===== config.mk =====
export PLATFORM = sky130hd
export DESIGN_NAME = rx_uart
export DESIGN_NICKNAME = d
export VERILOG_FILES = /design/src/rtl/rx_uart.sv
export SDC_FILE = /design/constraint.sdc
export NUM_CORES = 1
export LEC_CHECK = 0
export CORE_MARGIN = 8
export CORE_UTILIZATION = 55
export CTS_CLUSTER_DIAMETER = 40
export DETAILED_ROUTE_END_ITERATION = 7
export PLACE_DENSITY = 0.73
export SYNTH_ARGS = -nofsm -noshare
export SYNTH_HDL_FRONTEND = slang
export SYNTH_SLANG_ARGS = --single-unit

===== constraint.sdc =====
create_clock -name clk -period 5.7 [get_ports clk]
set_input_delay 0.855 -clock clk [delete_from_list [all_inputs] [get_ports clk]]
set_output_delay 0.855 -clock clk [all_outputs]
set_load 0.05 [all_outputs]

===== src/rtl/rx_uart.sv =====
// UART receiver (8N1, LSB first, idle-high). Single holding register with valid/ready.
// Optional parity state is compiled in with `define RX_UART_PARITY_EN (parameter PARITY_ODD).
module rx_uart #(
    parameter int FREQUENCY = 130,
    parameter int BAUDRATE  = 9600
`ifdef RX_UART_PARITY_EN
    ,
    parameter bit PARITY_ODD = 1'b0
`endif
) (
    input  logic       clk,
    input  logic       rst,
    input  logic       rx_i,
    output logic [7:0] rx_data_o,
    output logic       rx_vld_o,
    input  logic       rx_rdy_i,
    output logic       rts_o,
    output logic       rx_ferr_o,
    output logic       rx_ovr_o,
    output logic       rx_perr_o
);

    localparam logic [31:0] PERIOD = 32'((FREQUENCY * 1000000) / BAUDRATE);
    localparam logic [31:0] HALF   = PERIOD >> 1;

    typedef enum logic [2:0] {
        S_IDLE   = 3'd0,
        S_START  = 3'd1,
        S_BIT    = 3'd2,
        S_PARITY = 3'd3,
        S_STOP   = 3'd4
    } state_t;

    state_t      r_state;
    logic [1:0]  r_sync;
    logic        r_prev;
    logic [31:0] r_cnt;
    logic [2:0]  r_idx;
    logic [7:0]  r_shift;
    logic        r_done;
    logic        r_stop_ok;
    logic [7:0]  r_data;
    logic        r_vld;
    logic        r_rts;
    logic        r_ferr;
    logic        r_ovr;
    logic        r_perr;
    logic        w_rx_s;
    logic        w_fall;
    logic        w_par_bad;
    logic        w_good;

`ifdef RX_UART_PARITY_EN
    logic        r_par_bad;

    // True when the received parity bit disagrees with the configured sense.
    function automatic logic f_parity_bad(input logic [7:0] d, input logic p, input logic odd);
        return ((^d) ^ p) != odd;
    endfunction

    assign w_par_bad = r_par_bad;
`else
    assign w_par_bad = 1'b0;
`endif

    assign w_rx_s  = r_sync[1];
    assign w_fall  = r_prev & ~w_rx_s;
    assign w_good  = r_done & r_stop_ok & ~w_par_bad;

    assign rx_data_o = r_data;
    assign rx_vld_o  = r_vld;
    assign rts_o     = r_rts;
    assign rx_ferr_o = r_ferr;
    assign rx_ovr_o  = r_ovr;
    assign rx_perr_o = r_perr;

    // Synchroniser, receive FSM and holding-register delivery.
    always_ff @(posedge clk) begin
        if (rst) begin
            r_sync    <= 2'b11;
            r_prev    <= 1'b1;
            r_state   <= S_IDLE;
            r_cnt     <= 32'd0;
            r_idx     <= 3'd0;
            r_shift   <= 8'd0;
            r_done    <= 1'b0;
            r_stop_ok <= 1'b0;
            r_data    <= 8'd0;
            r_vld     <= 1'b0;
            r_rts     <= 1'b1;
            r_ferr    <= 1'b0;
            r_ovr     <= 1'b0;
            r_perr    <= 1'b0;
`ifdef RX_UART_PARITY_EN
            r_par_bad <= 1'b0;
`endif
        end else begin
            r_sync <= {r_sync[0], rx_i};
            r_prev <= w_rx_s;
            r_done <= 1'b0;

            // Delivery happens one clock after the stop sample; a consumer
            // handshake in the same cycle frees room for the new byte.
            if (w_good && (!r_vld || rx_rdy_i)) begin
                r_data <= r_shift;
                r_vld  <= 1'b1;
                r_rts  <= 1'b0;
            end else if (r_vld && rx_rdy_i) begin
                r_vld  <= 1'b0;
                r_rts  <= 1'b1;
            end else begin
                r_vld  <= r_vld;
            end
            r_ferr <= r_done & ~r_stop_ok;
            r_perr <= r_done & w_par_bad;
            r_ovr  <= w_good & r_vld & ~rx_rdy_i;

            case (r_state)
                S_IDLE: begin
                    r_cnt <= 32'd0;
                    if (w_fall) begin
                        r_state <= S_START;
                    end else begin
                        r_state <= S_IDLE;
                    end
                end
                S_START: begin
                    if (r_cnt == HALF) begin
                        r_cnt <= 32'd0;
                        r_idx <= 3'd0;
                        r_state <= w_rx_s ? S_IDLE : S_BIT;
                    end else begin
                        r_cnt <= r_cnt + 32'd1;
                    end
                end
                S_BIT: begin
                    if (r_cnt == PERIOD) begin
                        r_cnt          <= 32'd0;
                        r_shift[r_idx] <= w_rx_s;
                        r_idx          <= r_idx + 3'd1;
                        if (r_idx == 3'd7) begin
`ifdef RX_UART_PARITY_EN
                            r_state <= S_PARITY;
`else
                            r_state <= S_STOP;
`endif
                        end else begin
                            r_state <= S_BIT;
                        end
                    end else begin
                        r_cnt <= r_cnt + 32'd1;
                    end
                end
`ifdef RX_UART_PARITY_EN
                S_PARITY: begin
                    if (r_cnt == PERIOD) begin
                        r_cnt     <= 32'd0;
                        r_par_bad <= f_parity_bad(r_shift, w_rx_s, PARITY_ODD);
                        r_state   <= S_STOP;
                    end else begin
                        r_cnt <= r_cnt + 32'd1;
                    end
                end
`endif
                S_STOP: begin
                    // Leave mid-stop-bit so the next start edge is not missed.
                    if (r_cnt == PERIOD) begin
                        r_cnt     <= 32'd0;
                        r_stop_ok <= w_rx_s;
                        r_done    <= 1'b1;
                        r_state   <= S_IDLE;
                    end else begin
                        r_cnt <= r_cnt + 32'd1;
                    end
                end
                default: begin
                    r_cnt   <= 32'd0;
                    r_state <= S_IDLE;
                end
            endcase
        end
    end

endmodule

* Word level (Yosys, flattened, before mapping)
Index checks and enable logic that the tools add are counted.
W data, S select, Z words.
** Cells by class
- Add/sub/neg operators :: 2
- Muxes and demuxes :: 21
- Eq/ne operators :: 9
- Bitwise logic cells :: 9
- Order comparisons :: 2
- Reductions and logical operators :: 14
** Operators by type and width (number)
- $mux W32 :: 2
- $pmux W32 S2 :: 1
- $add A32 B1 Y32 const B :: 1
- $eq A32 B13 Y1 const B :: 1
- $eq A32 B14 Y1 const B :: 1
- $mux W3 :: 6
- $pmux W3 S4 :: 1
- $bwmux W8 :: 1
- $mux W1 :: 7
- $eq A3 B3 Y1 const B :: 2
- $ne A2 B2 Y1 const B :: 3
- $pmux W3 S2 :: 1
- $reduce_and A3 Y1 :: 2
- $and A1 B1 Y1 :: 5
- $lt A3 B4 Y1 const B :: 1
- $not A1 Y1 :: 4
- $reduce_and A2 Y1 :: 2
- $reduce_bool A2 Y1 :: 2
- $reduce_or A2 Y1 :: 2
- $add A3 B1 Y3 const B :: 1
- $demux W1 S3 :: 1
- $eq A3 B1 Y1 const B :: 1
- $eq A3 B2 Y1 const B :: 1
- $ge A3 B1 Y1 const B :: 1
- other kinds (5) :: 7
** Word-level totals
- Logic and storage cells :: 70
- Output and inout bits :: 13
- Register bits after elaboration :: 63
- Input port bits :: 4

* Longest topological paths before layout
- Word-level depth :: 5
- Mapped depth :: 8
- Mapped depth without buffers :: 7

* Worst setup path after synthesis
Ideal clock, no wire load.
- Kind :: register to register
- From :: register r_cnt[0]
- To :: register r_cnt[24]
- Path buffers :: 1
- Period minus slack after synthesis :: 1.991 ns
- Data arrival time :: 1.876 ns
- Required time :: 5.585 ns
- Setup time :: 0.115 ns
- Setup slack :: 3.709 ns
- Stages on the path, launching flop included :: 8
- Path through :: dfxtp_1 > ha_1 > nand4_2 > or4_1 > buf_2 > nor4_1 > xnor2_1 > nor2_1
** Between the ends
- Longest elaborated chain between the ends :: 3
- Elaborated cells on any way between the ends :: 6
- Those cells by class :: 1 x add/sub; 2 x eq/ne; 3 x mux
** RTL lines
- start: declaration :: line 37 : logic [31:0] r_cnt;
- start signal: assignment :: line 133 : r_cnt <= r_cnt + 32'd1;
- start signal: assignment :: line 151 : r_cnt <= r_cnt + 32'd1;
- start signal: assignment :: line 173 : r_cnt <= r_cnt + 32'd1;
- $add A32 B1 Y32, or another cell as far along :: line 133, 151, 173
- $mux W32 (on tied branches) :: line 137, 167, 128
- $pmux W32 S2 (*) :: line 118 : case (r_state)
Every way passes the cells marked *; elsewhere a longest branch is shown, timed or not.
A chain may end at the register's enable or synchronous reset.

==> summary.md <==
| Metric | Value |
|---|---|
| Clock Latency Late Sink | `between 0.3 and 0.4 ns` |
| DRC violations left | `0` |
| Leading area contributor after synthesis | `dfxtp_1` |
| Die Wd | `approximately 89 um` |
| Initial Utilization | `~57%` |
| Clock-pin transition on the worst setup and hold timing paths | `0.07 ns` |
| Overall Power | `between 0.0008 and 0.0009 W` |
| Post-CTS Setup Inserts | `0` |
| Total grt overflow | `0` |
| Post-CTS Resized | `0` |
| Post-route antenna net violation count | `0` |
| RSZ-0062 raised after global routing | `false` |
| Max VDD drop | `around 200 uV` |
| Row count | `26` |
| Inserted Clock Buffers | `9` |
| CTS tree | `built` |
| Most common cell after layout, fill and taps aside | `dfxtp_1` |
| RePlAce Congestion | `about 0.8` |
| WP data required | `between 5 and 6 ns` |
| Switching Fraction | `roughly a fifth` |
| Worst EP arrival | `2.78 ns` |
| Non-Filler Instances | `between 400 and 500` |
| HPWL after DPL | `about 3.6 mm` |
| Yosys reg bits | `63` |
| CP Launch Point | `rst` |
| Crit-path cells | `clkdlybuf4s50_1 > nor3_1 > a21boi_0 > a31o_2` |
| Outcome | `completed` |
| Seq pwr share | `approximately half` |
| Clk network pwr share | `between 40% and 50%` |
| Commonest non-fill, non-tap cells in the layout | `63 x dfxtp_1, 53 x nor2_1, 20 x xnor2_1, 20 x mux2i_1, 19 x nand2_1` |
| Final Instance Area | `3280 um2` |
| Vias/cell | `around 5.4` |
| Sequential-to-total area share from yosys stat | `43.4%` |
| CTS Buffer Depth | `2` |
| Slew margin rel. | `roughly 33%` |
| Crit Path Category | `input port to register` |
| N_diodes | `0` |
| Die H | `88.7 um` |
| Initial antenna violation count | `0` |
| Share of synthesized registers carrying an async set or reset | `0%` |
| Highest clock rate | `about 400 MHz` |
| Die footprint | `7860 um2` |
| Syn-to-layout area delta | `13.0%` |
| Pint | `0.000692 W` |
| Min-delay src | `r_sync[0]` |
| Leakage | `1.14 nW` |
| Dpl ws | `around 2.8 ns` |
| Post-placement cell area | `3070 um2` |
| Max Cap Viol | `0` |
| Comb power frac | `around 1.8%` |
| Synth cell types | `between 40 and 50` |
| Routed len/inst | `between 10 and 15 um` |
| Layout cells sized above 1 | `under 10%` |
| Final Hold Viols | `0` |
| Mapped Cells | `approximately 320` |
| Largest delay contributor family on the critical path | `buffers and inverters` |
| Total Wirelength | `5.30 mm` |
| CORE AREA | `5110 um2` |
| Post-synth EDFFs | `0` |
| Net switching power figure | `0.000182 W` |
| First-pass detailed-route iteration total | `5` |
| Number of buffer and inverter stages on the critical path | `1` |
| Reg2reg start | `r_cnt[0]` |
| Final setup fails | `0` |
| Vias in the first global route | `approximately 2100` |
| H-tree depth | `3` |
| DRT iter0 DRCs | `128` |
| Root Driver | `clkbuf_8` |
| Worst Setup End Kind | `register` |
| Fill count | `between 400 and 500` |
| Number of synthesis warnings | `0` |
| Avg Inst Size Synth | `around 9.0 um2` |
| Final period utilization | `43.7%` |
| CP max stage cell | `clkdlybuf4s50_1` |
| Min-delay worst type | `register to register` |
| Dpl cells | `around 400` |
| TNS Setup | `0 ns` |
| Top cells by area, synth | `dfxtp_1 43%, mux2i_1 6.9%, nor2_1 6.9%` |
| Final worst slack | `approximately 3.2 ns` |
| # port buffers | `15` |
| Post-synth net total | `approximately 330` |
| Post-Syn Area | `just under 3000 um2` |
| Synth top area share | `between 40 and 50%` |
| First-pass GRT wire length | `~9.2 mm` |
| Clk_skew | `between 0.009 and 0.01 ns` |
| Slowest stage delay, CP | `0.91 ns` |
| Hold buffers post-CTS | `0` |
| Clock Sinks | `between 60 and 70` |
| Final net count | `345` |
| Crit path time final | `2.49 ns` |
| Power per cell area | `roughly 270 nW/um2` |
| Via count | `2211` |
| CP max FO | `34` |
| Startpoint Class | `input port` |
| Gr usage total | `between 10% and 20%` |
| Tightest Pin Transition | `a little over 1 ns` |
| Pin count of the biggest net entering global routing | `35` |
| Slew Viols, Final | `0` |
| I/O pins | `17` |
| Top_reg_cell synth | `dfxtp_1` |
cells by family (layout without fill, tap and decap cells):
family / count (synthesis) / in the layout / synth area share [%]
DFF: 63 / 63 / 43.4
adders and majority gates: 5 / 5 / 2.15
muxes: 20 / 20 / 6.89
xor gates and xnor gates: 31 / 31 / 9.35
other: 1 / 1 / 0.129
and+or+nand+nor: 170 / 170 / 30.8
buffers and inverters: 19 / 36 / 3.14
AOI/OAI and AO/OA: 15 / 15 / 4.05
worst paths after layout:
path         cells after the start  slack, ns         end
max reg2reg                      7       3.23   r_cnt[14]
min reg2reg                      1       0.42   r_sync[1]
min                              1       0.42   r_sync[1]
max                              4       3.21  r_state[1]
registers in the layout (all words and copies together) (netlist names):
name	count
r_cnt	32
rx_ferr_o	1
rx_vld_o	1
r_prev	1
r_state	3
rx_data_o	8
r_idx	3
r_shift	8
r_stop_ok	1
r_sync	2
r_done	1
rx_ovr_o	1
rts_o	1
cell usage after synthesis (all sizes together), types with 3 or more instances:
library cell  number
dfxtp             63
nor2              53
mux2i             20
xnor2             20
nand2             19
nand2b            18
nand3             16
nor4              14
nor3              11
xor2              11
clkbuf             8
nand4              8
buf                6
and3               5
ha                 5
inv                5
or2                5
nand3b             4
a21oi              3
and4               3
nor3b              3
power groups by stage:
stage	Sequential, W	Clock, W	Combinational [W]
6_report	0.000443	0.000416	0.0000155
5_1_grt	0.000443	0.000444	0.0000170
3_5_place_dp	0.000453	0	0.0000156
4_1_cts	0.000443	0.000425	0.0000157
3_3_place_gp	0.000453	0	0.0000155
2_1_floorplan	0.000452	0	0.0000138
layout make-up:
| cell class | count | area [um2] | area share, % |
|---|---|---|---|
| Clock buffer | 10 | 128 | 3.89 |
| Clock inverter | 6 | 85.1 | 2.59 |
| Inverter | 5 | 18.8 | 0.572 |
| Multi-Input combinational cell | 242 | 1550 | 47.3 |
| Sequential cell | 63 | 1260 | 38.4 |
| Tap cell | 70 | 87.6 | 2.67 |
| Timing Repair Buffer | 15 | 150 | 4.57 |
per-layer routing:
| metal | track usage [%] | share of wire, % | routed length [um] | vias up |
|---|---|---|---|---|
| met1 | 17.1 | 47 | 2500 | 1022 |
| met3 | 3.06 | 4.1 | 216 | 9 |
| met4 | 7.68 | 2.0 | 107 | 0 |
| met5 | 0 | 0 | 0 | - |
| li1 | - | - | - | 1138 |
| met2 | 24.7 | 47 | 2480 | 42 |
metrics by stage:
step	hold WS (ns)	util, %
after floorplan	0.389	-
after detailed placement	0.401	60.1
after global placement	0.392	60.1
after global routing	0.446	64.3
final	0.418	64.3
after CTS	0.421	64.3
Power figures use the tool's default switching activity.
